--- src/rtl/stopwatch_pkg.sv ---
// Shared types and constants for the stopwatch time-keeping core.
package stopwatch_pkg;

    localparam int unsigned BCD_W      = 4;
    localparam int unsigned NUM_DIGITS = 6;
    localparam int unsigned DEC_MAX    = 9;
    localparam int unsigned SEX_MAX    = 5;

    typedef enum logic [1:0] {
        IDLE = 2'd0,
        RUN  = 2'd1,
        STOP = 2'd2,
        LAP  = 2'd3
    } sw_state_t;

endpackage

--- src/rtl/stopwatch_core_bcd_digit.sv ---
// One modulo-N BCD digit with count enable, synchronous clear and a
// combinational carry-out, so a chain of these ripples within one cycle.
module bcd_digit
    import stopwatch_pkg::*;
#(
    parameter int unsigned N = DEC_MAX + 1
) (
    input  logic             clk_i,
    input  logic             rst_i,
    input  logic             clr_i,
    input  logic             en_i,
    output logic [BCD_W-1:0] digit_o,
    output logic             carry_o
);

    localparam logic [BCD_W-1:0] LAST = BCD_W'(N - 1);

    logic [BCD_W-1:0] digit_q, digit_d;

    always_comb begin
        digit_d = digit_q;
        if (clr_i) begin
            digit_d = '0;
        end else if (en_i) begin
            digit_d = (digit_q == LAST) ? '0 : digit_q + BCD_W'(1);
        end
    end

    always_ff @(posedge clk_i) begin
        if (rst_i) begin
            digit_q <= '0;
        end else begin
            digit_q <= digit_d;
        end
    end

    assign digit_o = digit_q;
    assign carry_o = en_i & (digit_q == LAST);

endmodule

--- src/rtl/stopwatch_core.sv ---
// Stopwatch core: 100 Hz edge detect, MM:SS.cc BCD counter and run/stop/clear/lap FSM.
// Lap freeze (LAP state, lap register, display mux) exists only with STOPWATCH_LAP_EN.
module stopwatch_core
    import stopwatch_pkg::*;
#(
    parameter int unsigned MAX_MIN_TENS = 5
) (
    input  logic                          clk_50MHz,
    input  logic                          rst,
    input  logic                          clk_100Hz,
    input  logic                          btn_start_stop,
    input  logic                          btn_clear,
    input  logic                          btn_lap,
    output logic [NUM_DIGITS*BCD_W-1:0]   bcd_time,
    output logic                          running,
    output logic                          lap_active,
    output logic                          overflow
);

    sw_state_t                      state_q, state_d;
    logic                           clk_100hz_q;
    logic                           overflow_q, overflow_d;
    logic                           tick, cnt_en;
    logic                           clear_hit, lap_capture;
    logic [NUM_DIGITS*BCD_W-1:0]    count;
    logic [NUM_DIGITS:0]            carry;

    assign tick   = clk_100Hz & ~clk_100hz_q;
    assign cnt_en = tick & ((state_q == RUN) | (state_q == LAP));

    always_comb begin
        state_d     = state_q;
        clear_hit   = 1'b0;
        lap_capture = 1'b0;
        case (state_q)
            IDLE: if (btn_start_stop) state_d = RUN;
            RUN: begin
                if (btn_start_stop) begin
                    state_d = STOP;
`ifdef STOPWATCH_LAP_EN
                end else if (btn_lap) begin
                    state_d     = LAP;
                    lap_capture = 1'b1;
`endif
                end
            end
`ifdef STOPWATCH_LAP_EN
            LAP: begin
                if (btn_start_stop) state_d = STOP;
                else if (btn_lap)   state_d = RUN;
            end
`endif
            STOP: begin
                if (btn_clear) begin
                    state_d   = IDLE;
                    clear_hit = 1'b1;
                end else if (btn_start_stop) begin
                    state_d = RUN;
                end
            end
            default: state_d = IDLE;
        endcase
    end

    always_comb begin
        overflow_d = overflow_q;
        if (clear_hit)                  overflow_d = 1'b0;
        else if (carry[NUM_DIGITS])     overflow_d = 1'b1;
    end

    // Edge-detect history resets high so a source already high at release is not a tick.
    always_ff @(posedge clk_50MHz) begin
        if (rst) begin
            state_q     <= IDLE;
            clk_100hz_q <= 1'b1;
            overflow_q  <= 1'b0;
        end else begin
            state_q     <= state_d;
            clk_100hz_q <= clk_100Hz;
            overflow_q  <= overflow_d;
        end
    end

    assign carry[0] = cnt_en;

    bcd_digit #(.N(DEC_MAX + 1)) u_c0 (.clk_i(clk_50MHz), .rst_i(rst), .clr_i(clear_hit),
        .en_i(carry[0]), .digit_o(count[3:0]),   .carry_o(carry[1]));
    bcd_digit #(.N(DEC_MAX + 1)) u_c1 (.clk_i(clk_50MHz), .rst_i(rst), .clr_i(clear_hit),
        .en_i(carry[1]), .digit_o(count[7:4]),   .carry_o(carry[2]));
    bcd_digit #(.N(DEC_MAX + 1)) u_s0 (.clk_i(clk_50MHz), .rst_i(rst), .clr_i(clear_hit),
        .en_i(carry[2]), .digit_o(count[11:8]),  .carry_o(carry[3]));
    bcd_digit #(.N(SEX_MAX + 1)) u_s1 (.clk_i(clk_50MHz), .rst_i(rst), .clr_i(clear_hit),
        .en_i(carry[3]), .digit_o(count[15:12]), .carry_o(carry[4]));
    bcd_digit #(.N(DEC_MAX + 1)) u_m0 (.clk_i(clk_50MHz), .rst_i(rst), .clr_i(clear_hit),
        .en_i(carry[4]), .digit_o(count[19:16]), .carry_o(carry[5]));
    bcd_digit #(.N(MAX_MIN_TENS + 1)) u_m1 (.clk_i(clk_50MHz), .rst_i(rst), .clr_i(clear_hit),
        .en_i(carry[5]), .digit_o(count[23:20]), .carry_o(carry[6]));

`ifdef STOPWATCH_LAP_EN
    logic [NUM_DIGITS*BCD_W-1:0] lap_q;

    // Captures the pre-edge count, so an increment at the lap edge is not shown.
    always_ff @(posedge clk_50MHz) begin
        if (rst)              lap_q <= '0;
        else if (lap_capture) lap_q <= count;
    end

    assign bcd_time   = (state_q == LAP) ? lap_q : count;
    assign lap_active = (state_q == LAP);
`else
    logic unused_lap;
    assign unused_lap = btn_lap ^ lap_capture;
    assign bcd_time   = count;
    assign lap_active = 1'b0;
`endif

    assign running  = (state_q == RUN) | (state_q == LAP);
    assign overflow = overflow_q;

endmodule

--- config.mk ---
export PLATFORM = sky130hd
export DESIGN_NAME = stopwatch_core
export DESIGN_NICKNAME = d
export VERILOG_FILES = /design/src/rtl/stopwatch_pkg.sv /design/src/rtl/stopwatch_core_bcd_digit.sv /design/src/rtl/stopwatch_core.sv
export SDC_FILE = /design/constraint.sdc
export NUM_CORES = 1
export LEC_CHECK = 0
export ABC_AREA = 1
export BUFFER_PORTS_ARGS = -buffer_cell sky130_fd_sc_hd__clkbuf_2
export CAP_MARGIN = 10
export CORE_ASPECT_RATIO = 1.25
export CORE_UTILIZATION = 48
export CTS_BUF_LIST = sky130_fd_sc_hd__clkbuf_4 sky130_fd_sc_hd__clkbuf_8 sky130_fd_sc_hd__clkbuf_16
export DETAILED_ROUTE_END_ITERATION = 10
export PLACE_DENSITY = 0.72
export SLEW_MARGIN = 20
export SYNTH_ARGS = -nofsm -noshare
export SYNTH_HDL_FRONTEND = slang
export SYNTH_SLANG_ARGS = --single-unit
--- constraint.sdc ---
create_clock -name clk_50MHz -period 2.2 [get_ports clk_50MHz]
set_input_delay 0.44 -clock clk_50MHz [delete_from_list [all_inputs] [get_ports clk_50MHz]]
set_output_delay 0.44 -clock clk_50MHz [all_outputs]
set_load 0.05 [all_outputs]
==> impl_metrics.env, run 1 <==
export IMPL_tns_ns=0
export IMPL_place_inst=258
export IMPL_crit_family="flip-flops"
export IMPL_synth_cell_types=29
export IMPL_final_cells=261
export IMPL_period_needed_ns=1.531
export IMPL_fin_total_pwr_mw=0.7580
export IMPL_root_buffer="clkbuf_4"
export IMPL_dieArea_um2=3157
export IMPL_synth_fp_nets=204
export IMPL_area_growth_pct=13.50
export IMPL_post_cts_resized=0
export IMPL_rsz0062_at_grt="no"
export IMPL_num_io_pins=33
export IMPL_path_clk_slew_ns=0.14
export IMPL_port_buffers=30
export IMPL_fin_crit_sh_pct=69.59
export IMPL_holdWs_ns=0.3080
export IMPL_drt_total_wl_mm=2.431
export IMPL_htree_levels=1
export IMPL_finalSetupViolations=0
export IMPL_endpoint_kind="output pin"
export IMPL_status="finished, final reports clean"
export IMPL_diodes=0
export IMPL_drtAntennaViolNets=0
export IMPL_wl_per_cell_um=9.314
export IMPL_finalHoldViolCount=0
export IMPL_grt_pass1_wl_mm=4.450
export IMPL_vias_per_cell=4.858
export IMPL_max_cap_violations=0
export IMPL_grt_pass1_vias=1116
export IMPL_fmax_mhz=653.2
export IMPL_worstPathArrival_ns=1.09
export IMPL_drive_gt1_share_pct=23.79
export IMPL_cts_buffers=3
export IMPL_synth_area_leaders="dfxtp_1 40%, nand2_1 9.9%, inv_1 7.5%"
export IMPL_fp_coreArea_um2=2733
export IMPL_ys_flop_type="dfxtp_1"
export IMPL_place_congestion=0.7932
export IMPL_skew_ns=0.003545
export IMPL_synth_edf_count=0
export IMPL_cp_max_fo=5
export IMPL_yosysTopAreaCell="dfxtp_1"
export IMPL_async_flop_share_pct=0
export IMPL_rows=21
export IMPL_vias=1268
export IMPL_syn_area_um2=1409
export IMPL_power_leakage_nw=0.6946
export IMPL_initial_utilization_pct=51.56
export IMPL_hold_class="in2reg"
export IMPL_netlist_area_leader_share_pct=39.79
export IMPL_yosys_warnings=0
export IMPL_slowest_delay_ns=0.46
export IMPL_cts_hold_buffers=0
export IMPL_place_ws_ns=0.6065
export IMPL_finish_utilization_pct=58.52
export IMPL_synth_most_common_cell="nand2_1"
export IMPL_grt_total_usage_pct=17.57
export IMPL_setup_ws_ns=0.6690
export IMPL_clock_sinks=28
export IMPL_postSynthCellCount=198
export IMPL_worstPathRequired_ns=1.76
export IMPL_ir_drop_mv=0.3822
export IMPL_dpl_cell_area_um2=1577
export IMPL_dpl_hpwl_mm=1.889
export IMPL_insertion_delay_ns=0.31
export IMPL_final_area_um2=1599
export IMPL_firstDrtPassIters=4
export IMPL_drt_iter0_markers=23
export IMPL_avgSynthCellArea_um2=7.115
export IMPL_crit_type="reg2out"
export IMPL_cts_tree="done"
export IMPL_fp_dieW_um=50.46
export IMPL_worst_path_max_delay_cell="dfxtp_1"
export IMPL_start_kind="register"
export IMPL_ys_ff_latch=28
export IMPL_crit_buf_inv=1
export IMPL_overflow=0
export IMPL_die_h_um=62.57
export IMPL_nets=235
export IMPL_detail_route_drc_violations=0
export IMPL_slew_violations=0
export IMPL_synth_seq_area_share_pct=39.79
export IMPL_clockBufferDepth=2
export IMPL_antenna_found_initial=0
export IMPL_p_per_area_nw_per_um2=474.0
export IMPL_worstPathCellList="clkbuf_2"
export IMPL_n_fill_cell=300
export IMPL_grt_max_degree=15
export IMPL_synth_common_cells="37 x nand2_1, 28 x dfxtp_1, 28 x inv_1, 17 x a21oi_1, 16 x nor2_1"
export IMPL_cts_setup_buffers=0
[power breakdown]
group	switching, mW	internal, mW	total [mW]
logic	0.0320	0.0121	0.0442
registers	0.00283	0.511	0.514
clock network	0.136	0.0640	0.200
total	0.171	0.587	0.758
[cells in the final DEF (no fill, tap or decap), drive strengths merged, types with 5 or more instances in the layout]
cell type and instances:
o21ai 12, nor2 22, nor3 5, nand2 40
clkbuf 33, inv 34, dfxtp 28, nand4 8
xor2 5, nand3 14, a21oi 17
[sequential cells by signal (all words and copies together) (netlist names)]
| signal | flops |
|---|---|
| u_s0.digit_o | 4 |
| u_c1.digit_o | 4 |
| overflow | 1 |
| u_s1.digit_o | 4 |
| u_m1.digit_o | 4 |
| u_m0.digit_o | 4 |
| u_c0.digit_o | 4 |
| state_q | 2 |
| clk_100hz_q | 1 |
[kinds of logic (layout without fill, tap and decap cells)]
kind of cell | Yosys count | in the layout | synth area share [%]
and+or+nand+nor | 93 | 93 | 33.93
buffers and inverters | 41 | 70 | 11.90
AOI/OAI and AO/OA | 30 | 30 | 11.01
DFF | 28 | 28 | 39.79
xor gates and xnor gates | 5 | 5 | 3.108
other | 1 | 1 | 0.2662
[area by class of cell]
type	instances	area, µm²	share of cell area [%]
multi-input cells	129	680.7	42.57
flip-flops and latches	28	560.5	35.05
inverters	36	135.1	8.451
repair buffers	31	157.7	9.859
clock buffers	3	22.52	1.408
well taps	34	42.54	2.660
[final timing paths]
| check | depth (start not counted) | slack [ns] | endpoint | start |
|---|---|---|---|---|
| max | 1 | 0.67 | bcd_time[0] | u_c0.digit_o[0] |
| min reg2reg | 2 | 0.48 | u_s1.digit_o[3] | u_s1.digit_o[3] |
| max reg2reg | 8 | 0.76 | u_m0.digit_o[0] | u_c0.digit_o[0] |
| min | 2 | 0.31 | state_q[0] | rst |
[metal layers]
layer	wire length [µm]	global-route usage (%)	vias up
met4	19	6.250	0
met5	0	0	-
met2	1172	29.83	23
met1	1164	22.36	556
met3	75	2.190	2
li1	-	-	687
(Power assumes the default switching activity.)
==> run 2, diff against run 1 <==
==> constraint.sdc (replaced) <==
create_clock -name clk_50MHz -period 1.5 [get_ports clk_50MHz]
set_input_delay 0.3 -clock clk_50MHz [delete_from_list [all_inputs] [get_ports clk_50MHz]]
set_output_delay 0.3 -clock clk_50MHz [all_outputs]
set_load 0.05 [all_outputs]
==> run 2 against run 1 <==
  * Count of clock-buffer cells in the layout grew 1
  * Final cell count is 3.4% higher
  * Global-route usage up 0.21 points
  * Clock skew is 0.0045 ns higher
  * Hold slack got worse by 0.14 ns
  * Critical path depth grew 1
  * Wire length grew 7.3%
  * Sequential cell count unchanged
  * Die area unchanged
  * Sequential power increased by 46%
  * Register-to-register slack worse by 0.62 ns
==> impl_metrics.env, run 2 (synthesized netlist as in run 1, its figures left out) <==
export IMPL_overflow=0
export IMPL_drive_gt1_share_pct=31.36
export IMPL_nets=243
export IMPL_initial_utilization_pct=51.56
export IMPL_detail_route_drc_violations=0
export IMPL_place_congestion=0.7954
export IMPL_finalHoldViolCount=0
export IMPL_cts_buffers=3
export IMPL_fp_dieW_um=50.46
export IMPL_final_area_um2=1697
export IMPL_insertion_delay_ns=0.33
export IMPL_crit_buf_inv=2
export IMPL_area_growth_pct=20.43
export IMPL_final_common_cell="nand2_1"
export IMPL_period_needed_ns=1.408
export IMPL_cts_tree="done"
export IMPL_wl_per_cell_um=9.663
export IMPL_endpoint_kind="output pin"
export IMPL_rsz0062_at_grt="no"
export IMPL_skew_ns=0.008053
export IMPL_grt_max_degree=16
export IMPL_die_h_um=62.57
export IMPL_slowest_delay_ns=0.37
export IMPL_clockBufferDepth=2
export IMPL_fmax_mhz=710.5
export IMPL_diodes=0
export IMPL_cts_hold_buffers=0
export IMPL_fin_crit_sh_pct=93.83
export IMPL_final_cell_mix="36 x nand2_1, 30 x clkbuf_2, 28 x inv_1, 18 x dfxtp_1, 17 x a21oi_1"
export IMPL_finish_utilization_pct=62.09
export IMPL_ir_drop_mv=0.5398
export IMPL_vias_per_cell=4.881
export IMPL_slew_violations=0
export IMPL_dieArea_um2=3157
export IMPL_p_per_area_nw_per_um2=696.8
export IMPL_fin_total_pwr_mw=1.182
export IMPL_drt_total_wl_mm=2.609
export IMPL_crit_family="buffers and inverters"
export IMPL_tns_ns=0
export IMPL_worstPathArrival_ns=1.11
export IMPL_rows=21
export IMPL_port_buffers=30
export IMPL_drt_iter0_markers=33
export IMPL_start_kind="register"
export IMPL_dpl_cell_area_um2=1604
export IMPL_antenna_found_initial=0
export IMPL_htree_levels=1
export IMPL_vias=1318
export IMPL_final_cells=270
export IMPL_status="finished, final reports clean"
export IMPL_grt_pass1_wl_mm=4.478
export IMPL_path_clk_slew_ns=0.15
export IMPL_dpl_hpwl_mm=1.926
export IMPL_power_leakage_nw=0.7448
export IMPL_crit_type="reg2out"
export IMPL_num_io_pins=33
export IMPL_drtAntennaViolNets=0
export IMPL_grt_total_usage_pct=17.78
export IMPL_firstDrtPassIters=4
export IMPL_worstPathCellList="buf_4 -> clkbuf_2"
export IMPL_root_buffer="clkbuf_4"
export IMPL_hold_class="in2reg"
export IMPL_finalSetupViolations=0
export IMPL_worstPathRequired_ns=1.20
export IMPL_grt_pass1_vias=1116
export IMPL_cp_max_fo=5
export IMPL_max_cap_violations=0
export IMPL_clock_sinks=28
export IMPL_fp_coreArea_um2=2733
export IMPL_place_inst=260
export IMPL_worst_path_max_delay_cell="dfxtp_1"
-- run 2: cell types whose count changed in the layout (fill, tap and decap cells not counted), sizes merged --
| cell | before | now |
|---|---|---|
| buf | 1 | 8 |
| clkbuf | 33 | 34 |
| nor2 | 22 | 23 |
-- run 2: per-layer routing --
metal,up-vias,part of all wire (%),routed length [µm],GRT usage (%)
li1,712,-,-,-
met1,579,47,1214,21.47
met2,23,48,1263,31.00
met3,4,3.4,90,2.920
met4,0,1.5,40,6.250
met5,-,0,0,0
-- run 2: worst register-to-register path, cell delays in order, from the launching register on --
cell      delay, ns
dfxtp_2        0.35
inv_1          0.10
nand2_2        0.07
nor2_4         0.14
nand3_4        0.14
nor2_8         0.17
nand2_2        0.11
clkinv_1       0.09
nand2_1        0.05
a21oi_1        0.10
-- run 2: power by group --
part           total [mW]  internal (mW)  switching [mW]
sequential          0.753          0.749         0.00395
clock               0.364          0.149           0.215
combinational      0.0658         0.0184          0.0474
total                1.18          0.916           0.266
-- run 2: final timing paths --
kind	start	to	slack, ns	depth (start not counted)
setup / recovery	u_s1.digit_o[0]	bcd_time[12]	0.09	2
hold / removal	rst	state_q[0]	0.16	2
setup reg to reg	u_c0.digit_o[1]	u_m0.digit_o[3]	0.14	9
hold reg to reg	overflow	overflow	0.46	2
-- run 2: cell type report --
type | count | area [µm²]
Fill cell | 282 | 1036
Timing Repair Buffer | 38 | 210.2
Tap cell | 34 | 42.54
Sequential cell | 28 | 573.1
Multi-Input combinational cell | 130 | 699.4
Clock buffer | 4 | 36.28
Inverter | 36 | 135.1
-- run 2: metrics by stage --
| stage | hold WS [ns] | setup WS [ns] |
|---|---|---|
| 5_1_grt | 0.1527 | 0.01313 |
| 6_report | 0.1635 | 0.09248 |
| 3_5_place_dp | 0.4433 | 0.09211 |
| 3_3_place_gp | 0.4386 | 0.1042 |
| 2_1_floorplan | 0.3691 | 0.0004463 |
| 4_1_cts | 0.1448 | 0.07311 |
-- run 2: what timing repair did --
item                       4_1_cts  5_1_grt
setup buffers                    0        5
setup endpoints to repair        0        8
resized for setup                0        2
